### config.mk
export PLATFORM = sky130hd
export DESIGN_NAME = id_stage_flat
export DESIGN_NICKNAME = d
export VERILOG_FILES = /design/src/rtl/id_stage_pkg.sv /design/src/rtl/id_stage_if.sv /design/src/rtl/id_stage_gr_file_8x16.sv /design/src/rtl/id_stage.sv /design/src/flat_wrapper.sv
export SDC_FILE = /design/constraint.sdc
export NUM_CORES = 1
export LEC_CHECK = 0
export CAP_MARGIN = 20
export CORE_MARGIN = 2
export CORE_UTILIZATION = 60
export CTS_BUF_LIST = sky130_fd_sc_hd__clkbuf_4 sky130_fd_sc_hd__clkbuf_8
export DETAILED_ROUTE_END_ITERATION = 8
export PLACE_DENSITY_LB_ADDON = 0.25
export SLEW_MARGIN = 20
export SYNTH_ARGS = -nofsm -noshare
export SYNTH_HDL_FRONTEND = slang
export SYNTH_SLANG_ARGS = --single-unit
### constraint.sdc
create_clock -name clock -period 9.7 [get_ports clock]
set_input_delay 1.455 -clock clock [delete_from_list [all_inputs] [get_ports clock]]
set_output_delay 1.455 -clock clock [all_outputs]
set_load 0.005 [all_outputs]
### src/rtl/id_stage_pkg.sv
// id_stage_pkg: ISA definitions shared by fetch, decode and execute.
// Opcodes, field positions, the bubble word and operand-class helpers.
package id_stage_pkg;

  localparam logic [15:0] NOP_INSN = 16'h0000;

  localparam int OP_LSB  = 11;
  localparam int RD_LSB  = 8;
  localparam int RS1_LSB = 4;
  localparam int RS2_LSB = 0;

  localparam logic [4:0] OP_NOP   = 5'd0;
  localparam logic [4:0] OP_HALT  = 5'd1;
  localparam logic [4:0] OP_LOAD  = 5'd2;
  localparam logic [4:0] OP_STORE = 5'd3;
  localparam logic [4:0] OP_LDIH  = 5'd8;
  localparam logic [4:0] OP_ADD   = 5'd9;
  localparam logic [4:0] OP_ADDI  = 5'd10;
  localparam logic [4:0] OP_ADDC  = 5'd11;
  localparam logic [4:0] OP_SUB   = 5'd12;
  localparam logic [4:0] OP_SUBI  = 5'd13;
  localparam logic [4:0] OP_SUBC  = 5'd14;
  localparam logic [4:0] OP_CMP   = 5'd15;
  localparam logic [4:0] OP_AND   = 5'd16;
  localparam logic [4:0] OP_OR    = 5'd17;
  localparam logic [4:0] OP_XOR   = 5'd18;
  localparam logic [4:0] OP_SLL   = 5'd19;
  localparam logic [4:0] OP_SRL   = 5'd20;
  localparam logic [4:0] OP_SLA   = 5'd21;
  localparam logic [4:0] OP_SRA   = 5'd22;
  localparam logic [4:0] OP_JUMP  = 5'd24;
  localparam logic [4:0] OP_JMPR  = 5'd25;
  localparam logic [4:0] OP_BZ    = 5'd26;
  localparam logic [4:0] OP_BNZ   = 5'd27;
  localparam logic [4:0] OP_BN    = 5'd28;
  localparam logic [4:0] OP_BNN   = 5'd29;
  localparam logic [4:0] OP_BC    = 5'd30;
  localparam logic [4:0] OP_BNC   = 5'd31;

  typedef enum logic [2:0] {
    CL_NONE,
    CL_RR,
    CL_SH,
    CL_RDI,
    CL_LD,
    CL_ST,
    CL_JMP,
    CL_BR
  } op_class_e;

  function automatic op_class_e op_class(input logic [4:0] op);
    op_class_e c;
    case (op)
      OP_ADD, OP_ADDC, OP_SUB, OP_SUBC,
      OP_AND, OP_OR, OP_XOR, OP_CMP:   c = CL_RR;
      OP_SLL, OP_SRL, OP_SLA, OP_SRA:  c = CL_SH;
      OP_ADDI, OP_SUBI, OP_LDIH:       c = CL_RDI;
      OP_LOAD:                         c = CL_LD;
      OP_STORE:                        c = CL_ST;
      OP_JUMP:                         c = CL_JMP;
      OP_JMPR, OP_BZ, OP_BNZ, OP_BN,
      OP_BNN, OP_BC, OP_BNC:           c = CL_BR;
      default:                         c = CL_NONE;
    endcase
    return c;
  endfunction

  // CMP only sets flags, so it is the one ALU op that leaves rd alone.
  function automatic logic writes_rd(input logic [4:0] op);
    op_class_e c;
    c = op_class(op);
    return (c == CL_RR || c == CL_SH || c == CL_RDI || c == CL_LD)
           && op != OP_CMP;
  endfunction

  function automatic logic reads_rs1(input op_class_e c);
    return c == CL_RR || c == CL_SH || c == CL_LD || c == CL_ST;
  endfunction

  function automatic logic reads_rs2(input op_class_e c);
    return c == CL_RR;
  endfunction

  function automatic logic reads_rd(input op_class_e c);
    return c == CL_RDI || c == CL_ST || c == CL_BR;
  endfunction

endpackage

### src/rtl/id_stage_if.sv
// id_stage_if: fetch/WB/forwarding inputs and EX-bound outputs of decode.
// master = surrounding pipeline, slave = id_stage.
interface id_stage_if;
  logic        state;
  logic [15:0] id_ir;
  logic        flush;
  logic        wb_we;
  logic [2:0]  wb_addr;
  logic [15:0] wb_data;
  logic        ex_fwd_we;
  logic [2:0]  ex_fwd_addr;
  logic [15:0] ex_fwd_data;
  logic        mem_fwd_we;
  logic [2:0]  mem_fwd_addr;
  logic [15:0] mem_fwd_data;
  logic [15:0] mem_ir;
  logic [15:0] ex_ir;
  logic [15:0] reg_A;
  logic [15:0] reg_B;
  logic [15:0] smdr;
  logic        stall;

  modport master (
    output state, id_ir, flush,
    output wb_we, wb_addr, wb_data,
    output ex_fwd_we, ex_fwd_addr, ex_fwd_data,
    output mem_fwd_we, mem_fwd_addr, mem_fwd_data,
    output mem_ir,
    input  ex_ir, reg_A, reg_B, smdr, stall
  );

  modport slave (
    input  state, id_ir, flush,
    input  wb_we, wb_addr, wb_data,
    input  ex_fwd_we, ex_fwd_addr, ex_fwd_data,
    input  mem_fwd_we, mem_fwd_addr, mem_fwd_data,
    input  mem_ir,
    output ex_ir, reg_A, reg_B, smdr, stall
  );
endinterface

### src/rtl/id_stage_gr_file_8x16.sv
// gr_file_8x16: 8x16 register file, one write port, three async reads.
// Ports: clock/reset, we/waddr/wdata, ra1..ra3 -> rdata1..rdata3.
module gr_file_8x16 (
  input  logic        clock,
  input  logic        reset,
  input  logic        we,
  input  logic [2:0]  waddr,
  input  logic [15:0] wdata,
  input  logic [2:0]  ra1,
  input  logic [2:0]  ra2,
  input  logic [2:0]  ra3,
  output logic [15:0] rdata1,
  output logic [15:0] rdata2,
  output logic [15:0] rdata3
);

  logic [15:0] gr [8];

  always_ff @(posedge clock or posedge reset) begin
    if (reset) begin
      for (int i = 0; i < 8; i++) gr[i] <= '0;
    end else if (we) begin
      gr[waddr] <= wdata;
    end
  end

  // A write landing this cycle is visible to readers immediately.
  assign rdata1 = (we && waddr == ra1) ? wdata : gr[ra1];
  assign rdata2 = (we && waddr == ra2) ? wdata : gr[ra2];
  assign rdata3 = (we && waddr == ra3) ? wdata : gr[ra3];

endmodule

### src/rtl/id_stage.sv
// id_stage: decode stage - operand build, register file, hazard stall.
// Ports: clock, reset, io (id_stage_if.slave). Option: ID_FORWARD_EN.
module id_stage
  import id_stage_pkg::*;
#(
  parameter logic [15:0] NOP_WORD = NOP_INSN
) (
  input logic        clock,
  input logic        reset,
  id_stage_if.slave  io
);

  logic [4:0]  op, ex_op, mem_op;
  logic [2:0]  rd, rs1, rs2, ex_rd, mem_rd;
  op_class_e   cls;
  logic [15:0] gr_rs1, gr_rs2, gr_rd;
  logic [15:0] v_rs1, v_rs2, v_rd;
  logic [15:0] a_nx, b_nx, s_nx;
  logic [7:0]  src_mask;
  logic        hazard;
  logic        unused_fwd;

  assign op     = io.id_ir[OP_LSB +: 5];
  assign rd     = io.id_ir[RD_LSB +: 3];
  assign rs1    = io.id_ir[RS1_LSB +: 3];
  assign rs2    = io.id_ir[RS2_LSB +: 3];
  assign ex_op  = io.ex_ir[OP_LSB +: 5];
  assign ex_rd  = io.ex_ir[RD_LSB +: 3];
  assign mem_op = io.mem_ir[OP_LSB +: 5];
  assign mem_rd = io.mem_ir[RD_LSB +: 3];
  assign cls    = op_class(op);

  gr_file_8x16 u_gr (
    .clock  (clock),
    .reset  (reset),
    .we     (io.state & io.wb_we),
    .waddr  (io.wb_addr),
    .wdata  (io.wb_data),
    .ra1    (rs1),
    .ra2    (rs2),
    .ra3    (rd),
    .rdata1 (gr_rs1),
    .rdata2 (gr_rs2),
    .rdata3 (gr_rd)
  );

`ifdef ID_FORWARD_EN
  function automatic logic [15:0] pick(
    input logic [2:0]  r,
    input logic [15:0] base,
    input logic        ew,
    input logic [2:0]  ea,
    input logic [15:0] ed,
    input logic        mw,
    input logic [2:0]  ma,
    input logic [15:0] md
  );
    if (ew && ea == r) return ed;
    if (mw && ma == r) return md;
    return base;
  endfunction

  assign v_rs1 = pick(rs1, gr_rs1,
    io.ex_fwd_we, io.ex_fwd_addr, io.ex_fwd_data,
    io.mem_fwd_we, io.mem_fwd_addr, io.mem_fwd_data);
  assign v_rs2 = pick(rs2, gr_rs2,
    io.ex_fwd_we, io.ex_fwd_addr, io.ex_fwd_data,
    io.mem_fwd_we, io.mem_fwd_addr, io.mem_fwd_data);
  assign v_rd  = pick(rd, gr_rd,
    io.ex_fwd_we, io.ex_fwd_addr, io.ex_fwd_data,
    io.mem_fwd_we, io.mem_fwd_addr, io.mem_fwd_data);
  assign unused_fwd = ^io.mem_ir;
`else
  assign v_rs1 = gr_rs1;
  assign v_rs2 = gr_rs2;
  assign v_rd  = gr_rd;
  assign unused_fwd = ^{io.ex_fwd_we, io.ex_fwd_addr,
    io.ex_fwd_data, io.mem_fwd_we, io.mem_fwd_addr,
    io.mem_fwd_data, io.mem_ir[7:0]};
`endif

  // One bit per register the current instruction actually reads.
  always_comb begin
    src_mask = '0;
    if (reads_rs1(cls)) src_mask[rs1] = 1'b1;
    if (reads_rs2(cls)) src_mask[rs2] = 1'b1;
    if (reads_rd(cls))  src_mask[rd]  = 1'b1;
  end

`ifdef ID_FORWARD_EN
  assign hazard = (ex_op == OP_LOAD) && src_mask[ex_rd];
`else
  assign hazard =
    (writes_rd(ex_op) && src_mask[ex_rd]) ||
    (writes_rd(mem_op) && src_mask[mem_rd]);
`endif

  assign io.stall = hazard && !io.flush;

  always_comb begin
    a_nx = '0;
    b_nx = '0;
    s_nx = '0;
    unique case (1'b1)
      cls == CL_RR: begin
        a_nx = v_rs1;
        b_nx = v_rs2;
      end
      cls == CL_SH || cls == CL_LD: begin
        a_nx = v_rs1;
        b_nx = {12'b0, io.id_ir[3:0]};
      end
      cls == CL_ST: begin
        a_nx = v_rs1;
        b_nx = {12'b0, io.id_ir[3:0]};
        s_nx = v_rd;
      end
      cls == CL_RDI || cls == CL_BR: begin
        a_nx = v_rd;
        b_nx = {8'b0, io.id_ir[7:0]};
      end
      cls == CL_JMP: begin
        b_nx = {8'b0, io.id_ir[7:0]};
      end
      default: ;
    endcase
  end

  always_ff @(posedge clock or posedge reset) begin
    if (reset) begin
      io.ex_ir <= NOP_WORD;
      io.reg_A <= '0;
      io.reg_B <= '0;
      io.smdr  <= '0;
    end else if (io.state) begin
      if (io.flush || hazard) begin
        io.ex_ir <= NOP_WORD;
        io.reg_A <= '0;
        io.reg_B <= '0;
        io.smdr  <= '0;
      end else begin
        io.ex_ir <= io.id_ir;
        io.reg_A <= a_nx;
        io.reg_B <= b_nx;
        io.smdr  <= s_nx;
      end
    end
  end

endmodule

### src/flat_wrapper.sv
// flat-port wrapper written by rule: the top's interface ports become plain ports
module id_stage_flat import id_stage_pkg::*;
#(
  parameter logic [15:0] NOP_WORD = NOP_INSN
)
  (clock, reset, io_state, io_id_ir, io_flush, io_wb_we, io_wb_addr, io_wb_data, io_ex_fwd_we, io_ex_fwd_addr, io_ex_fwd_data, io_mem_fwd_we, io_mem_fwd_addr, io_mem_fwd_data, io_mem_ir, io_ex_ir, io_reg_A, io_reg_B, io_smdr, io_stall);
  id_stage_if io_i ();
  input logic clock;
  input logic reset;
  input wire logic [$bits(io_i.state)-1:0] io_state;
  input wire logic [$bits(io_i.id_ir)-1:0] io_id_ir;
  input wire logic [$bits(io_i.flush)-1:0] io_flush;
  input wire logic [$bits(io_i.wb_we)-1:0] io_wb_we;
  input wire logic [$bits(io_i.wb_addr)-1:0] io_wb_addr;
  input wire logic [$bits(io_i.wb_data)-1:0] io_wb_data;
  input wire logic [$bits(io_i.ex_fwd_we)-1:0] io_ex_fwd_we;
  input wire logic [$bits(io_i.ex_fwd_addr)-1:0] io_ex_fwd_addr;
  input wire logic [$bits(io_i.ex_fwd_data)-1:0] io_ex_fwd_data;
  input wire logic [$bits(io_i.mem_fwd_we)-1:0] io_mem_fwd_we;
  input wire logic [$bits(io_i.mem_fwd_addr)-1:0] io_mem_fwd_addr;
  input wire logic [$bits(io_i.mem_fwd_data)-1:0] io_mem_fwd_data;
  input wire logic [$bits(io_i.mem_ir)-1:0] io_mem_ir;
  output wire logic [$bits(io_i.ex_ir)-1:0] io_ex_ir;
  output wire logic [$bits(io_i.reg_A)-1:0] io_reg_A;
  output wire logic [$bits(io_i.reg_B)-1:0] io_reg_B;
  output wire logic [$bits(io_i.smdr)-1:0] io_smdr;
  output wire logic [$bits(io_i.stall)-1:0] io_stall;
  assign io_i.state = io_state;
  assign io_i.id_ir = io_id_ir;
  assign io_i.flush = io_flush;
  assign io_i.wb_we = io_wb_we;
  assign io_i.wb_addr = io_wb_addr;
  assign io_i.wb_data = io_wb_data;
  assign io_i.ex_fwd_we = io_ex_fwd_we;
  assign io_i.ex_fwd_addr = io_ex_fwd_addr;
  assign io_i.ex_fwd_data = io_ex_fwd_data;
  assign io_i.mem_fwd_we = io_mem_fwd_we;
  assign io_i.mem_fwd_addr = io_mem_fwd_addr;
  assign io_i.mem_fwd_data = io_mem_fwd_data;
  assign io_i.mem_ir = io_mem_ir;
  assign io_ex_ir = io_i.ex_ir;
  assign io_reg_A = io_i.reg_A;
  assign io_reg_B = io_i.reg_B;
  assign io_smdr = io_i.smdr;
  assign io_stall = io_i.stall;
  id_stage #(.NOP_WORD(NOP_WORD)) u_core (.clock(clock), .reset(reset), .io(io_i));
endmodule
**Word-level counts from Yosys, hierarchy flattened**

Memories as Yosys holds them, arrays and structs flattened.
Index checks and enable logic that the tools add are counted.

- Word-level logic and storage cells: 121
- ROM bits: 288
- Bits in registers: 192
- Memories kept: 3
- Bits of input ports: 96

- Equality and inequality tests: 20
- Bitwise gates (word level): 7
- Order comparisons: 13
- Reductions and logical operators: 31
- Muxes and demuxes: 35

Memories:

| name | words | width | read ports | clocked after Yosys merged registers in | wr ports | RTL line | text |
|---|---|---|---|---|---|---|---|
| (name not given) | 32 | 3 | 1 | 0 | 0 | id_stage_pkg.sv:53 | `case (op)` |
| (name not given) | 32 | 3 | 1 | 0 | 0 | id_stage_pkg.sv:53 |  |
| (name not given) | 32 | 3 | 1 | 0 | 0 | id_stage_pkg.sv:53 |  |

Operators with widths:

| operator | number |
|---|---|
| $mux 16 | 15 |
| $bmux 16 s3 | 3 |
| $bwmux 128 | 1 |
| $demux 16 s3 | 1 |
| $pmux 16 s3 | 1 |
| $pmux 16 s2 | 1 |
| $mux 8 | 3 |
| $lt 3x4->1 const B | 5 |
| $eq 3x2->1 const B | 6 |
| $eq 3x3->1 const B | 6 |
| $ge 4x4->1 const B | 4 |
| $not 3->4 | 4 |
| $or 8x8->8 | 2 |
| $logic_or 1x1->1 | 15 |
| $logic_and 1x1->1 | 12 |
| $ne 5x4->1 const B | 2 |
| $demux 1 s3 | 3 |
| $eq 3x1->1 const B | 3 |
| $eq 3x3->1 | 3 |
| $ge 3x1->1 const B | 3 |
| $bmux 1 s3 | 2 |
| $mux 1 | 5 |
| $lt 4x1->1 const B | 1 |
| $reduce_or 2->1 | 2 |
| 3 further kinds | 3 |

**Depth between registers and ports, before layout**

An unclocked memory read counts as a cell.

- Depth in word-level cells: 16
- Mapped depth: 11
- Mapped depth without buffers: 8

**Hierarchy**

Synthesis repeated with hierarchy kept, for this count alone.

- Cell total of the unflattened synthesis: 1000
- Area, all modules: 13581.8 µm²

Modules (own cells, without submodules):

| module | cells each | sequential area each (µm²) | instances | area an instance (µm²) |
|---|---|---|---|---|
| gr_file_8x16 | 532 | 3203.1 | 1 | 8896.0 |
| id_stage | 468 | 1601.5 | 1 | 4685.7 |

**Worst setup path after synthesis**

OpenSTA, ideal clock, no wires.

- Kind: input -> output
- Start: in io_id_ir[13]
- End: out io_stall
- Data arrival time: 3475 ps
- Stages on the path: 10
- Slack: 4770 ps
- Path through: buf_2 > clkbuf_1 > o32ai_1 > a211oi_1 > a41oi_2 > o311ai_1 > o32ai_2 > buf_6 > buf_6 > and2b_1

- Longest elaborated chain between the ends: 15

RTL lines:

| what | RTL line | text |
|---|---|---|
| start: declaration | flat_wrapper.sv:11 | `input wire logic [$bits(io_i.id_ir)-1:0] io_id_ir;` |
| $mem_v2 32x3 (*) | - |  |
| $eq 3x1->1 / $eq 3x2->1 (equally long branches) | id_stage_pkg.sv:77, id_stage_pkg.sv:81 |  |
| $logic_or 1x1->1 (3 in series) | id_stage_pkg.sv:77 | `return c == CL_RR \|\| c == CL_SH \|\| c == CL_LD \|\| c == CL_ST;` |
| $mux 8 | id_stage.sv:85 | `if (reads_rs1(cls)) src_mask[rs1] = 1'b1;` |
| $or 8x8->8 (no line) | - |  |
| $mux 8 | id_stage.sv:86 | `if (reads_rs2(cls)) src_mask[rs2] = 1'b1;` |
| $or 8x8->8 (no line) | - |  |
| $mux 8 (*) | id_stage.sv:87 | `if (reads_rd(cls)) src_mask[rd] = 1'b1;` |
| $bmux 1 s3 (on tied branches) | id_stage.sv:94, id_stage.sv:95 |  |
| $mux 1 (on tied branches) | id_stage.sv:94, id_stage.sv:95 |  |
| $logic_and 1x1->1 (on tied branches) | id_stage.sv:94, id_stage.sv:95 |  |
| $logic_or 1x1->1 (*) | id_stage.sv:94 | `(writes_rd(ex_op) && src_mask[ex_rd]) \|\|` |
| $logic_and 1x1->1 (*) | id_stage.sv:98 | `assign io.stall = hazard && !io.flush;` |
| end: declaration | flat_wrapper.sv:27 | `output wire logic [$bits(io_i.stall)-1:0] io_stall;` |

Mark *: on every way between the ends. The rest lies on a longest branch, timed or not. The select of a mux whose other input is x is not followed.

**Final worst setup path**

- Start: in io_id_ir[5]
- End: out io_stall

- Longest elaborated chain between the ends: 14

RTL lines:

| what | RTL line |
|---|---|
| $lt 3x4->1 (implied by the code) / $ge 3x1->1 (equally long branches) | id_stage.sv:85 |
| $logic_and 1x1->1 (implied by the code) | id_stage.sv:85 |
| $mux 1 (implied by the code) | id_stage.sv:85 |
| $demux 1 s3 (*) | - |
| $mux 8 (*) | id_stage.sv:85 |
| $or 8x8->8 (no line) | - |
| $mux 8 (*) | id_stage.sv:86 |
| $or 8x8->8 (no line) | - |
| $mux 8 (*) | id_stage.sv:87 |
| $bmux 1 s3 (on tied branches) | id_stage.sv:94, id_stage.sv:95 |
| $mux 1 (on tied branches) | id_stage.sv:94, id_stage.sv:95 |
| $logic_and 1x1->1 (on tied branches) | id_stage.sv:94, id_stage.sv:95 |
| $logic_or 1x1->1 (*) | id_stage.sv:94 |
| $logic_and 1x1->1 (*) | id_stage.sv:98 |

Marked as above.

==> results.toml <==
[sta]
fmax_ghz = 0.150
worst_pin_slew_ns = 1.25
setup_viol = 0
rsz0062_at_grt = "no"
finClkSkew_ns = 0.0154
min_period_ns = 6.66
tns_ns = 0
slew_headroom_pct = 16.7
hold_violations = 0
min_period_over_period_pct = 68.7
finalMaxSlewViolations = 0

[synth]
synthTopCellsByCount = "dfrtp_1 (192), mux2_2 (127), o22ai_1 (105)"
async_flop_share_pct = 100
synth_top_family_by_area = "compound AO/OA/AOI/OAI gates"
synthMuxAreaShare_pct = 20.9
synthXorXnorAreaFrac_pct = 0.682
syn_area_um2 = 11600
ys_top_cells_by_area = "dfrtp_1 (42%), mux2_2 (12%), mux4_2 (6.2%)"
syn_nets = 1169
avgSynthCellArea_um2 = 10.8
ys_types = 60
yosys.area.top_type = "dfrtp_1"
synthCells = 1073
synth-compound-area-share_pct = 21.3
ys_ff_latch = 192
synth_edf_count = 0
ys_seq_area_share_pct = 41.6
synth_top_area_share_pct = 41.6
synth_adder_area_share_pct = 0
ys.warnings.count = 0
synth.most_common_cell = "dfrtp_1"
yosys.area_share.simple_pct = 9.23
synth_ff_type = "dfrtp_1"

[routing]
first_iter_violations = 1558
dr.pass1.iters = 7
wl_per_cell_um = 26.5
vias = 10089
vias_per_cell = 7.26
wl_um = 36800
ant_nets = 0
drc = 0

[cts]
cts_made_buffers = 17
clk_pin_slew_ns = 0.11
hold_buffers = 0
cts_tree = "built"
cts_num_sinks = 192
clock_latency_ns = 0.50
clock_path_buffers = 2
cts_setup_buffers = 0
cts_repair_resize_count = 0
htreeDepth = 4
root_buffer = "clkbuf_8"

[final_layout]
layout.nets = 1212
fin_cells = 1389
postLayoutCoreUtil_pct = 69.7
drive_gt1_share_pct = 24.3
diodes = 0
fillCellCount = 1408
seqCellArea_um2 = 4800
multi_input_area_um2 = 6060
design_area_um2 = 13100
syn2layout_area_growth_pct = 13.5

[power]
p_total_mw = 2.26
power_density_nw_per_um2 = 172
peakVddDrop_mv = 0.110
p_leak_nw = 5.03

[global_routing]
grt_pass1_vias = 9516
grt.total_usage_pct = 36.7
grt_pass1_wl_um = 55900
grt-ovfl-total = 0
grt_max_degree = 114
use_met1_pct = 51.1
met2_usage_pct = 52.2
antenna_found_initial = 0
use_met3_pct = 10.9
grt_busiest_layer = "met2"

[floorplan]
dieArea_um2 = 20400
core-area_um2 = 18800
die_w_um = 143
rows = 50
initial_core_util_pct = 61.3
io_pins = 161
die_h_um = 143

[job]
max_cap_violations = 0

[worst_setup_path]
critical_path_class = "input pin to output pin"
end_kind = "output pin"
r2r_cells = 7
worst-endpoint-arrival_ns = 5.20
critPathLaunchType = "input pin"
cp_max_fo = 17
worstPathRequired_ns = 8.25

[placed_design]
port_buffers = 112
placedCellCount = 1356
hpwl_um = 22300
placed_area_um2 = 12700
place_congestion = 0.888

[run_status]
status = "finished clean"

[hold_path]
min_path_cells = 2
hp-class = "flop to flop"
-- through the flow --
stage / hold WS, ns / setup slack (ns)
5_1_grt: 0.562 / 3.04
3_3_place_gp: 0.496 / 3.21
3_5_place_dp: 0.523 / 3.24
4_1_cts: 0.541 / 3.25
2_1_floorplan: 0.505 / 3.02
6_report: 0.537 / 3.04
-- registers in the layout, indices dropped and copies added (netlist names) --
signal           cells
u_core.io.ex_ir     16
u_core.io.reg_B     16
u_core.io.reg_A     16
u_core.io.smdr      16
u_core.u_gr.gr     128
-- placed cells by master, fill, tap and decap left out, types with 19 or more instances in the layout --
master,count
dfrtp_1,192
mux2_2,127
clkdlybuf4s50_1,108
o22ai_1,105
inv_1,68
nand2_1,56
a21oi_1,45
nor2_1,42
o32ai_2,38
mux4_2,32
mux2i_1,26
nor4_1,25
o22a_1,23
buf_4,19
-- cell type report --
type | count | area share [%]
clock buffer | 18 | 1.89
clock inverter | 14 | 1.13
tap | 260 | 2.48
multi-input combinational | 703 | 46.2
timing repair buffer | 132 | 9.62
sequential | 192 | 36.6
inverter | 70 | 2.06
-- per-layer routing --
metal | part of all wire, % | routed length (um)
met5 | 0 | 0
met4 | 5.3 | 1940
met3 | 13 | 4730
met2 | 43 | 15700
met1 | 39 | 14400
-- critical path, cell delays in order --
cell and delay (ns):
clkdlybuf4s50_1 0.87, nand3b_1 1.03, nor3_1 0.51, a211oi_1 0.12, a22oi_1 0.24, o32ai_1 0.13
o32ai_4 0.15, and2b_1 0.16, clkdlybuf4s50_1 0.52
-- worst paths after layout --
path	to	slack, ns	from
max in group asynchronous	u_core.u_gr.gr[84]$_DFFE_PP0P_	7.01	reset
min in group asynchronous	u_core.io.ex_ir[10]$_DFFE_PP0P_	1.44	reset
hold reg to reg	u_core.io.smdr[10]$_DFFE_PP0P_	0.54	u_core.io.smdr[10]$_DFFE_PP0P_
setup / recovery	io_stall	3.04	io_id_ir[5]
hold / removal	u_core.io.smdr[10]$_DFFE_PP0P_	0.54	u_core.io.smdr[10]$_DFFE_PP0P_
setup reg to reg	u_core.io.smdr[6]$_DFFE_PP0P_	7.08	u_core.io.ex_ir[13]$_DFFE_PP0P_
-- power by group --
| part | switching, mW | internal (mW) | total [mW] |
|---|---|---|---|
| clock | 0.328 | 0.219 | 0.547 |
| combinational | 0.297 | 0.318 | 0.616 |
| sequential | 0.154 | 0.945 | 1.10 |
-- cell families after synthesis --
family | Yosys count
AOI/OAI and AO/OA | 302
and+or+nand+nor | 207
DFF | 192
muxes | 185
buffers and inverters | 178
xor gates and xnor gates | 9
No activity file was read; power rests on OpenSTA's default activity.
